===== config.mk =====
export PLATFORM = sky130hd
export DESIGN_NAME = backend_sequencer
export DESIGN_NICKNAME = d
export VERILOG_FILES = /design/src/rtl/backend_seq_pkg.sv /design/src/rtl/backend_sequencer_valid_delay_line.sv /design/src/rtl/backend_sequencer.sv
export SDC_FILE = /design/constraint.sdc
export NUM_CORES = 1
export LEC_CHECK = 0
export CAP_MARGIN = 40
export CORE_AREA = 8 8 82 102
export DETAILED_ROUTE_END_ITERATION = 6
export DIE_AREA = 0 0 90 110
export GPL_TIMING_DRIVEN = 0
export PLACE_DENSITY = 0.74
export SYNTH_ARGS = -nofsm -noshare
export SYNTH_HDL_FRONTEND = slang
export SYNTH_SLANG_ARGS = --single-unit
export TNS_END_PERCENT = 50

===== constraint.sdc =====
create_clock -name clock -period 4 [get_ports clock]
set_input_delay 0.8 -clock clock [delete_from_list [all_inputs] [get_ports clock]]
set_output_delay 0.8 -clock clock [all_outputs]
set_load 0.05 [all_outputs]

===== src/rtl/backend_seq_pkg.sv =====
// backend_seq_pkg: state encoding, arbiter routing modes and default latencies for backend_sequencer.
// The POOL state exists only when BACKEND_SEQ_AVG_POOL_EN is defined.
package backend_seq_pkg;
    localparam int DEF_ADDER_LAT = 2;
    localparam int DEF_ARB_LAT = 1;
    localparam logic [3:0] ARB_MODE_IDLE = 4'd0;
    localparam logic [3:0] ARB_MODE_ROW = 4'd1;
    localparam logic [3:0] ARB_MODE_COL = 4'd2;
    localparam logic [3:0] ARB_MODE_BCAST = 4'd3;
    typedef enum logic [2:0] {
        IDLE = 3'd0,
        CLEAR = 3'd1,
        ACCUM = 3'd2,
        DRAIN = 3'd3,
`ifdef BACKEND_SEQ_AVG_POOL_EN
        POOL = 3'd4,
`endif
        WRITEBACK = 3'd5,
        DONE = 3'd6
    } state_t;
endpackage


===== src/rtl/backend_sequencer_valid_delay_line.sv =====
// valid_delay_line: fixed-depth shift register that flushes to zero on reset.
// occupied reports whether any stage still holds a nonzero entry.
module valid_delay_line #(
    parameter int DEPTH = 3,
    parameter int WIDTH = 2
) (
    input  logic             clock,
    input  logic             reset,
    input  logic [WIDTH-1:0] data,
    output logic [WIDTH-1:0] delayed,
    output logic             occupied
);
    logic [DEPTH-1:0][WIDTH-1:0] pipe;

    always_ff @(posedge clock or negedge reset) begin
        if (!reset) begin
            pipe <= '0;
        end else begin
            pipe[0] <= data;
            for (int i = 1; i < DEPTH; i++) pipe[i] <= pipe[i-1];
        end
    end

    assign delayed = pipe[DEPTH-1];
    assign occupied = |pipe;
endmodule


===== src/rtl/backend_sequencer.sv =====
// backend_sequencer: tile-level control of the adder tree, arbiter, accumulator and DDR writeback.
// Define BACKEND_SEQ_AVG_POOL_EN to add cfg_pool, pool_enable and the POOL state.
module backend_sequencer
    import backend_seq_pkg::*;
#(
    parameter int ADDER_LAT = DEF_ADDER_LAT,
    parameter int ARB_LAT = DEF_ARB_LAT,
    parameter int GROUP_W = 8,
    parameter int BEAT_W = 12
) (
    input  logic              clock,
    input  logic              reset,
    input  logic              start,
    input  logic [3:0]        cfg_mode,
    input  logic [GROUP_W-1:0] cfg_groups,
    input  logic [BEAT_W-1:0] cfg_wb_beats,
`ifdef BACKEND_SEQ_AVG_POOL_EN
    input  logic              cfg_pool,
    output logic              pool_enable,
`endif
    input  logic              prod_valid,
    output logic              prod_ready,
    input  logic              ddr_ready,
    output logic              adder_enable,
    output logic [3:0]        arbiter_ctrl,
    output logic              accumulator_reset,
    output logic              accumulator_enable,
    output logic              accum_data_select,
    output logic              bram_wr_en,
    output logic              ddr_valid,
    output logic [BEAT_W-1:0] ddr_beat,
    output logic              busy,
    output logic              done
);
    localparam int PIPE_LAT = ADDER_LAT + ARB_LAT;

    state_t state, next, wb_or_done, after_drain;
    logic [3:0] mode;
    logic [GROUP_W-1:0] last_group, group_cnt;
    logic [BEAT_W-1:0] wb_beats, last_beat, beat_cnt;
    logic launch, accept, pipe_busy, acc_valid, acc_first, drained;

    assign launch = state == IDLE && start;
    assign accept = state == ACCUM && prod_valid;
    assign last_beat = wb_beats - BEAT_W'(1);
    assign drained = !pipe_busy && !bram_wr_en;
    assign wb_or_done = wb_beats == '0 ? DONE : WRITEBACK;

`ifdef BACKEND_SEQ_AVG_POOL_EN
    logic pool;
    assign after_drain = pool ? POOL : wb_or_done;
    assign pool_enable = state == POOL;
`else
    assign after_drain = wb_or_done;
`endif

    // carries {valid, first_group} so the accumulator sees them aligned with arbiter output
    valid_delay_line #(.DEPTH(PIPE_LAT), .WIDTH(2)) u_pipe (
        .clock(clock),
        .reset(reset),
        .data({accept, accept && group_cnt == '0}),
        .delayed({acc_valid, acc_first}),
        .occupied(pipe_busy)
    );

    always_comb begin
        next = state;
        case (state)
            IDLE:      next = start ? CLEAR : IDLE;
            CLEAR:     next = ACCUM;
            ACCUM:     next = (accept && group_cnt == last_group) ? DRAIN : ACCUM;
            DRAIN:     next = drained ? after_drain : DRAIN;
`ifdef BACKEND_SEQ_AVG_POOL_EN
            POOL:      next = wb_or_done;
`endif
            WRITEBACK: next = (ddr_ready && beat_cnt == last_beat) ? DONE : WRITEBACK;
            DONE:      next = IDLE;
            default:   next = IDLE;
        endcase
    end

    always_ff @(posedge clock or negedge reset) begin
        if (!reset) begin
            state <= IDLE;
            busy <= 1'b0;
            bram_wr_en <= 1'b0;
            mode <= ARB_MODE_IDLE;
            last_group <= '0;
            wb_beats <= '0;
            group_cnt <= '0;
            beat_cnt <= '0;
`ifdef BACKEND_SEQ_AVG_POOL_EN
            pool <= 1'b0;
`endif
        end else begin
            state <= next;
            busy <= next != IDLE;
            bram_wr_en <= acc_valid;
            if (launch) begin
                mode <= cfg_mode;
                last_group <= cfg_groups == '0 ? '0 : cfg_groups - GROUP_W'(1);
                wb_beats <= cfg_wb_beats;
                group_cnt <= '0;
`ifdef BACKEND_SEQ_AVG_POOL_EN
                pool <= cfg_pool;
`endif
            end else if (accept && group_cnt != last_group) begin
                group_cnt <= group_cnt + GROUP_W'(1);
            end
            if (launch || (next == WRITEBACK && state != WRITEBACK))
                beat_cnt <= '0;
            else if (ddr_valid && ddr_ready && beat_cnt != last_beat)
                beat_cnt <= beat_cnt + BEAT_W'(1);
        end
    end

    assign prod_ready = state == ACCUM;
    assign adder_enable = accept;
    assign accumulator_reset = state == CLEAR;
    assign accumulator_enable = acc_valid;
    assign accum_data_select = acc_valid && !acc_first;
    assign arbiter_ctrl = busy ? mode : ARB_MODE_IDLE;
    assign ddr_valid = state == WRITEBACK;
    assign ddr_beat = ddr_valid ? beat_cnt : '0;
    assign done = state == DONE;
endmodule


==> results.md <==
- Distinct cell type count of the synthesized netlist: 56
- Die Area: 0.00990 mm^2
- Cell chain of the critical path: clkbuf_1 -> and3b_1 -> clkbuf_1 -> clkbuf_1 -> and2_1 -> clkdlybuf4s50_1
- Via count of the first global-routing pass: 3028
- Most common cell type on the critical path: clkbuf_1
- Number of enable flip-flop cells after synthesis: 0
- Number of filler instances in the final layout: 652
- Portion of synthesized cell area occupied by the leading cell type: 42.3%
- Largest net degree at the start of global routing: 30
- Count of mapped cells out of synthesis: 370
- Gate family responsible for the most delay along the worst path: buffers and inverters
- Critical Path Source Type: flop
- Number of failing hold endpoints at the final stage: 0
- Diode insertion count for antenna repair: 0
- Number of gates on the worst path with buffers counted: 6
- Average wire length per cell after detail routing: 15.1 um
- Design Power: 2520 uW
- Crit path max-delay cell type: clkdlybuf4s50_1
- Unrepaired setup endpoints after global routing: false
- Category of the critical setup timing path: flop to output pin
- Main combinational cell family by area after synthesis: simple AND/OR/NAND/NOR gates
- Xor/xnor share of the synthesized area: 9.15%
- Maximum level of the CTS H-tree: 2
- Source-to-sink clock delay at the later pin of the worst-skew pair: 310 ps
- Final setup fails: 0
- Final worst clock skew: 10.7 ps
- Detailed route wirelength on metal3: 378 um
- Final number of max-transition violations: 0
- Count of vias placed by the detailed router: 2910
- Post-CTS setup buffers: 0
- Run status: finished clean
- Post-synthesis sequential area ratio: 42.3%
- Global placer's final weighted congestion: 0.829
- Compound-gate portion of the synthesized area: 13.0%
- Power per cell area: 626 mW/mm^2
- DRC Markers: 0
- Final net count: 465
- Port bufs: 53
- Post-DR vias/cell: 5.57
- Worst-Margin Slew: 788 ps
- Global-route wire length before repair: 13.5 mm
- Number of instances resized during post-cts repair: 0
- Area of the multi-input gates: 0.00174 mm^2
- Number of antenna violations at the first check in global routing: 0
- Initial standard-cell utilization of the core: 47.8%
- # rows: 34
- Post-CTS Hold Buffers: 0
- Root buffer cell: clkbuf_8
- Post-synthesis register bit count: 55
- Data required, critical path: 3200 ps
- Top-Level Pins: 54
- Async set-reset flop share out of synthesis: 100%
- Global-route usage over all layers: 16.3%
- Area leader, netlist: dfrtp_1
- Net Count, Synth: 404
- Hold path depth: 0
- Highest metal layer with signal wires: met4
- Top library cells by usage in the layout, fill and taps aside: 68 x nand2_1, 55 x dfrtp_1, 52 x clkdlybuf4s50_1
- Height of the die: 110 um
- Share of post-route cells with drive strength above 1: 5.09%
- Number of DRC markers in iteration 0: 149
- CTS tree: yes
- DR WL met2: 4.00 mm
- Core Footprint: 0.00681 mm^2
- GRT overflow: 0
- Worst endpoint data arrival time: 2670 ps
- Final routed wirelength across all metal layers: 7.87 mm
- DRT Pass-1 Iters: 4
- Most frequent standard cell in the layout excluding fill and tap cells: nand2_1
- Fmax: 288 MHz
- Area share of and/or/nand/nor cells after synthesis: 28.8%
- Static power due to leakage: 0.00170 uW
- Inserted Clock Buffers: 5
- Post-layout minimum cycle time: 3470 ps
- Layout overhead on the synthesized area: 23.6%
- Post-route met1 wirelength: 3.31 mm
- Peak supply drop: 0.000314 V
- Most frequently used flop master after synthesis: dfrtp_1
- Clock-pin slew on the worst setup and hold paths: 100 ps
- Remaining max-slew budget at the tightest pin: 47.3%
- Share of synthesized cell area in full adder, half adder and majority cells: 1.92%
- HP Class: flop to flop
- Share of synthesized area spent on multiplexers: 0.615%
- Maximum clock path buffer count: 2
- Sinks on the clock net: 55
- Setup TNS: 0 ps
- Cell Area, Synth: 0.00325 mm^2
- Critical Path Sink Type: output pin
- Area occupied by registers: 0.00138 mm^2
- Register-to-Register Path Depth: 10
- DRT antenna net count: 0
- Final period util: 86.7%
- Hpwl dp: 6.10 mm
- Count of buffer and inverter cells on the critical path: 4
- Mean cell area of the mapped netlist: 8.80 um^2
- Highest net fanout along the worst path: 10
- Ys Warns: 0
- Longest individual stage delay on the worst path: 800 ps
- Top cells by area, synth: dfrtp_1 42%, nand2_1 7.8%, xnor2_1 5.1%, xor2_1 4.0%, nor2_1 3.3%
- Number of max-cap violations: 0
- Die boundary width: 90 um
-- registers in the layout, indices dropped and copies added (netlist names) --
register	count
state	3
beat_cnt	12
u_pipe.delayed	2
mode	4
busy	1
group_cnt	8
u_pipe.pipe	4
bram_wr_en	1
wb_beats	12
last_group	8
-- cells in the mapped netlist (all sizes together), types with 3 or more instances --
| library cell | instances |
|---|---|
| nor2 | 29 |
| dfrtp | 55 |
| xor2 | 15 |
| or4b | 3 |
| inv | 15 |
| a311oi | 3 |
| nor3 | 13 |
| nand2b | 4 |
| o211ai | 3 |
| xnor2 | 19 |
| ha | 5 |
| nand3b | 3 |
| a31oi | 3 |
| o311ai | 3 |
| or3 | 5 |
| and2 | 17 |
| nand2 | 68 |
| nor3b | 3 |
| o31ai | 5 |
| or4 | 4 |
| nand4 | 6 |
| nand3 | 7 |
| o21ai | 13 |
| clkbuf | 14 |
| nor4 | 7 |
| and3 | 4 |
| nor2b | 3 |
| a21oi | 11 |
| buf | 3 |
-- stage by stage --
step	cell area (um^2)	util, %	instances	setup WS (ps)	hold WS [ps]
floorplan	3250	-	370	696	346
global placement	3900	57.3	513	510	353
detailed placement	3910	57.5	514	692	364
CTS	4020	59.1	522	506	389
global route	4020	59.1	522	299	406
finish	4020	59.1	522	533	386
-- cell families after synthesis --
group                      Yosys count
xor gates and xnor gates            34
adders and majority gates            5
muxes                                2
and+or+nand+nor                    184
AOI/OAI and AO/OA                   58
DFF                                 55
buffers and inverters               32
-- path summary, 6_finish.rpt --
check / from / to / slack, ps
setup / recovery: state[1] / ddr_beat[4] / 530
hold / removal: u_pipe.pipe[2] / u_pipe.delayed[0] / 390
setup reg to reg: wb_beats[0] / beat_cnt[4] / 700
hold reg to reg: u_pipe.pipe[2] / u_pipe.delayed[0] / 390
max in group asynchronous: reset / wb_beats[0] / 2930
min in group asynchronous: reset / group_cnt[2] / 490
-- power by group --
group	leakage (uW)	switching, uW	internal (uW)	total, uW
combinational	0.000931	755	478	1230
sequential	0.000713	180	731	911
clock	0.0000558	186	190	375
-- worst register-to-register path: cells and delay by family, from the launching register on --
family / cells / cell delay [ps]
compound gates: 2 / 740
fa+ha+maj: 1 / 140
buf+inv: 2 / 290
flops: 1 / 470
simple gates: 5 / 1550
-- final cells by class --
| class | instances | share of cell area, % |
|---|---|---|
| multi-input combinational | 283 | 43.3 |
| buffer | 17 | 2.02 |
| tap | 90 | 2.80 |
| inverter | 15 | 1.40 |
| clock inverter | 2 | 0.964 |
| timing repair buffer | 54 | 13.6 |
| clock buffer | 6 | 1.80 |
| sequential | 55 | 34.2 |
-- metal layers --
| layer | global-route usage (%) | vias to the layer above |
|---|---|---|
| met5 | 0 | - |
| met3 | 3.32 | 16 |
| met1 | 18.4 | 1395 |
| li1 | - | 1413 |
| met2 | 29.5 | 86 |
| met4 | 7.15 | 0 |
(Power assumes the default switching activity.)
==> edit (same flow settings) <==
Build with the macro `BACKEND_SEQ_AVG_POOL_EN` defined.
--- a/src/rtl/backend_seq_pkg.sv
+++ b/src/rtl/backend_seq_pkg.sv
@@ -1,5 +1,7 @@
 // backend_seq_pkg: state encoding, arbiter routing modes and default latencies for backend_sequencer.
 // The POOL state exists only when BACKEND_SEQ_AVG_POOL_EN is defined.
+`define BACKEND_SEQ_AVG_POOL_EN
+
 package backend_seq_pkg;
     localparam int DEF_ADDER_LAT = 2;
     localparam int DEF_ARB_LAT = 1;
Interface: changed (added cfg_pool and pool_enable); port bits go from 54 to 56. The function was not compared with the original's and may differ.
==> edit against the unedited design <==
Global-route usage down 0.90 points. Area after synthesis down 0.73%. Power down 2.0%. Via count down 5.7%. Synthesized cell count down 1.1%. Fmax down 4.8%. Sequential power up 0.8%. Critical path type unchanged. Final area unchanged. Sequential cell count up 1. Setup slack worse by 0.17 ns. Hold slack worse by 0.0095 ns. Routed wire length down 6.1%. Cell count down 0.38%.
==> edit: results <==
set metrics [dict create \
    outcome "finished, final reports clean" \
    post_cts_resize_count 0 \
    critPathCapture "ddr_beat[10]" \
    grt_util_all_layers 0.1538 \
    power_leader "combinational cells" \
    drt-total-wl_mm 7.395 \
    grt_max_degree 39 \
    worst_r2r_endpoint "beat_cnt[7]" \
    fin_skew_ns 0.008407 \
    cts_max_level 2 \
    via_per_inst 5.275 \
    final_critical_path_setup_slack_ns 0.3583 \
    yosysUniqueCellTypes 52 \
    p_clk_frac 0.153 \
    pre_cts_ws_ns 0.6958 \
    yosys-top-cells-count "sky130_fd_sc_hd__nand2_1 (82), sky130_fd_sc_hd__dfrtp_1 (56), sky130_fd_sc_hd__nor2_1 (24), sky130_fd_sc_hd__xor2_1 (19), sky130_fd_sc_hd__o21ai_0 (18)" \
    combinationalPower_uw 1170 \
    detailroute.via_count 2743 \
    post_synth_main_area_contributors "sky130_fd_sc_hd__dfrtp_1 (43%), sky130_fd_sc_hd__nand2_1 (9.5%), sky130_fd_sc_hd__xor2_1 (5.2%)" \
    path_clk_slew_ns 0.10 \
    synth_warnings 0 \
    reg2reg_setup_slack_ns 1.20 \
    antenna_cells_inserted 0 \
    grt_pass1_wl_mm 12.57 \
    gp_congestion 0.8562 \
    place_hpwl_mm 5.867 \
    first_drt_iteration_drcs 91 \
    p_leak_uw 0.001819 \
    number_of_global_route_vias_before_repair 2662 \
    total_switching_power_uw 1074 \
    insertion_delay_ns 0.32 \
    worst_pin_slew_ns 0.8311 \
    yosysSeqAreaShare 0.4338 \
    place.port_buffers 55 \
    antenna_found_initial 0 \
    dp.cells 512 \
    arrival_ns 2.84 \
    placed_cell_area_mm2 0.003909 \
    final_layout_size_suffix_gt1_frac 0.06512 \
    firstDrtPassIters 4 \
    count_of_mapped_cells_out_of_synthesis 366 \
    ir_worst_vdd_mv 0.2585 \
    postSynthNetCount 401 \
    design.final.nets 464 \
]
[edit: critical path: stages, from the launching register on]
cell and delay, ns:
sky130_fd_sc_hd__dfrtp_1 0.37, sky130_fd_sc_hd__clkbuf_1 0.18, sky130_fd_sc_hd__nand2b_1 0.25, sky130_fd_sc_hd__nor2_1 0.35, sky130_fd_sc_hd__clkbuf_1 0.37, sky130_fd_sc_hd__and2_1 0.19, sky130_fd_sc_hd__clkdlybuf4s50_1 0.81
[edit: cell type report]
type,count,area (µm²)
Sequential cell,56,1401
Clock buffer,5,68.82
Tap cell,90,112.6
Buffer,13,65.06
Timing Repair Buffer,56,565.5
Multi-Input combinational cell,287,1727
Inverter,10,37.54
Clock inverter,3,46.29
Fill cell,623,2783
[edit: cells by family after synthesis]
family	Yosys count	share of synthesized area
simple gates	188	0.2994
buf+inv	23	0.03176
fa+ha+maj	5	0.01936
mux	5	0.01549
xor+xnor	32	0.08908
compound gates	57	0.1112
flops	56	0.4338
[edit: routing by layer]
layer,share of wire,track usage
met2,0.51,0.2792
met4,0.013,0.04410
met5,0,0
met3,0.055,0.03930
met1,0.42,0.1764
[edit: worst min path at each step]
stage	slack (ns)	to	cells past startpoint	startpoint
5_1_grt	0.39	u_pipe.delayed[0]	0	u_pipe.pipe[2]
3_5_place_dp	0.36	u_pipe.delayed[0]	0	u_pipe.pipe[2]
2_1_floorplan	0.35	u_pipe.delayed[1]	0	u_pipe.pipe[3]
4_1_cts	0.38	u_pipe.delayed[0]	0	u_pipe.pipe[2]
3_3_place_gp	0.35	u_pipe.delayed[1]	0	u_pipe.pipe[3]
6_report	0.38	u_pipe.delayed[0]	0	u_pipe.pipe[2]
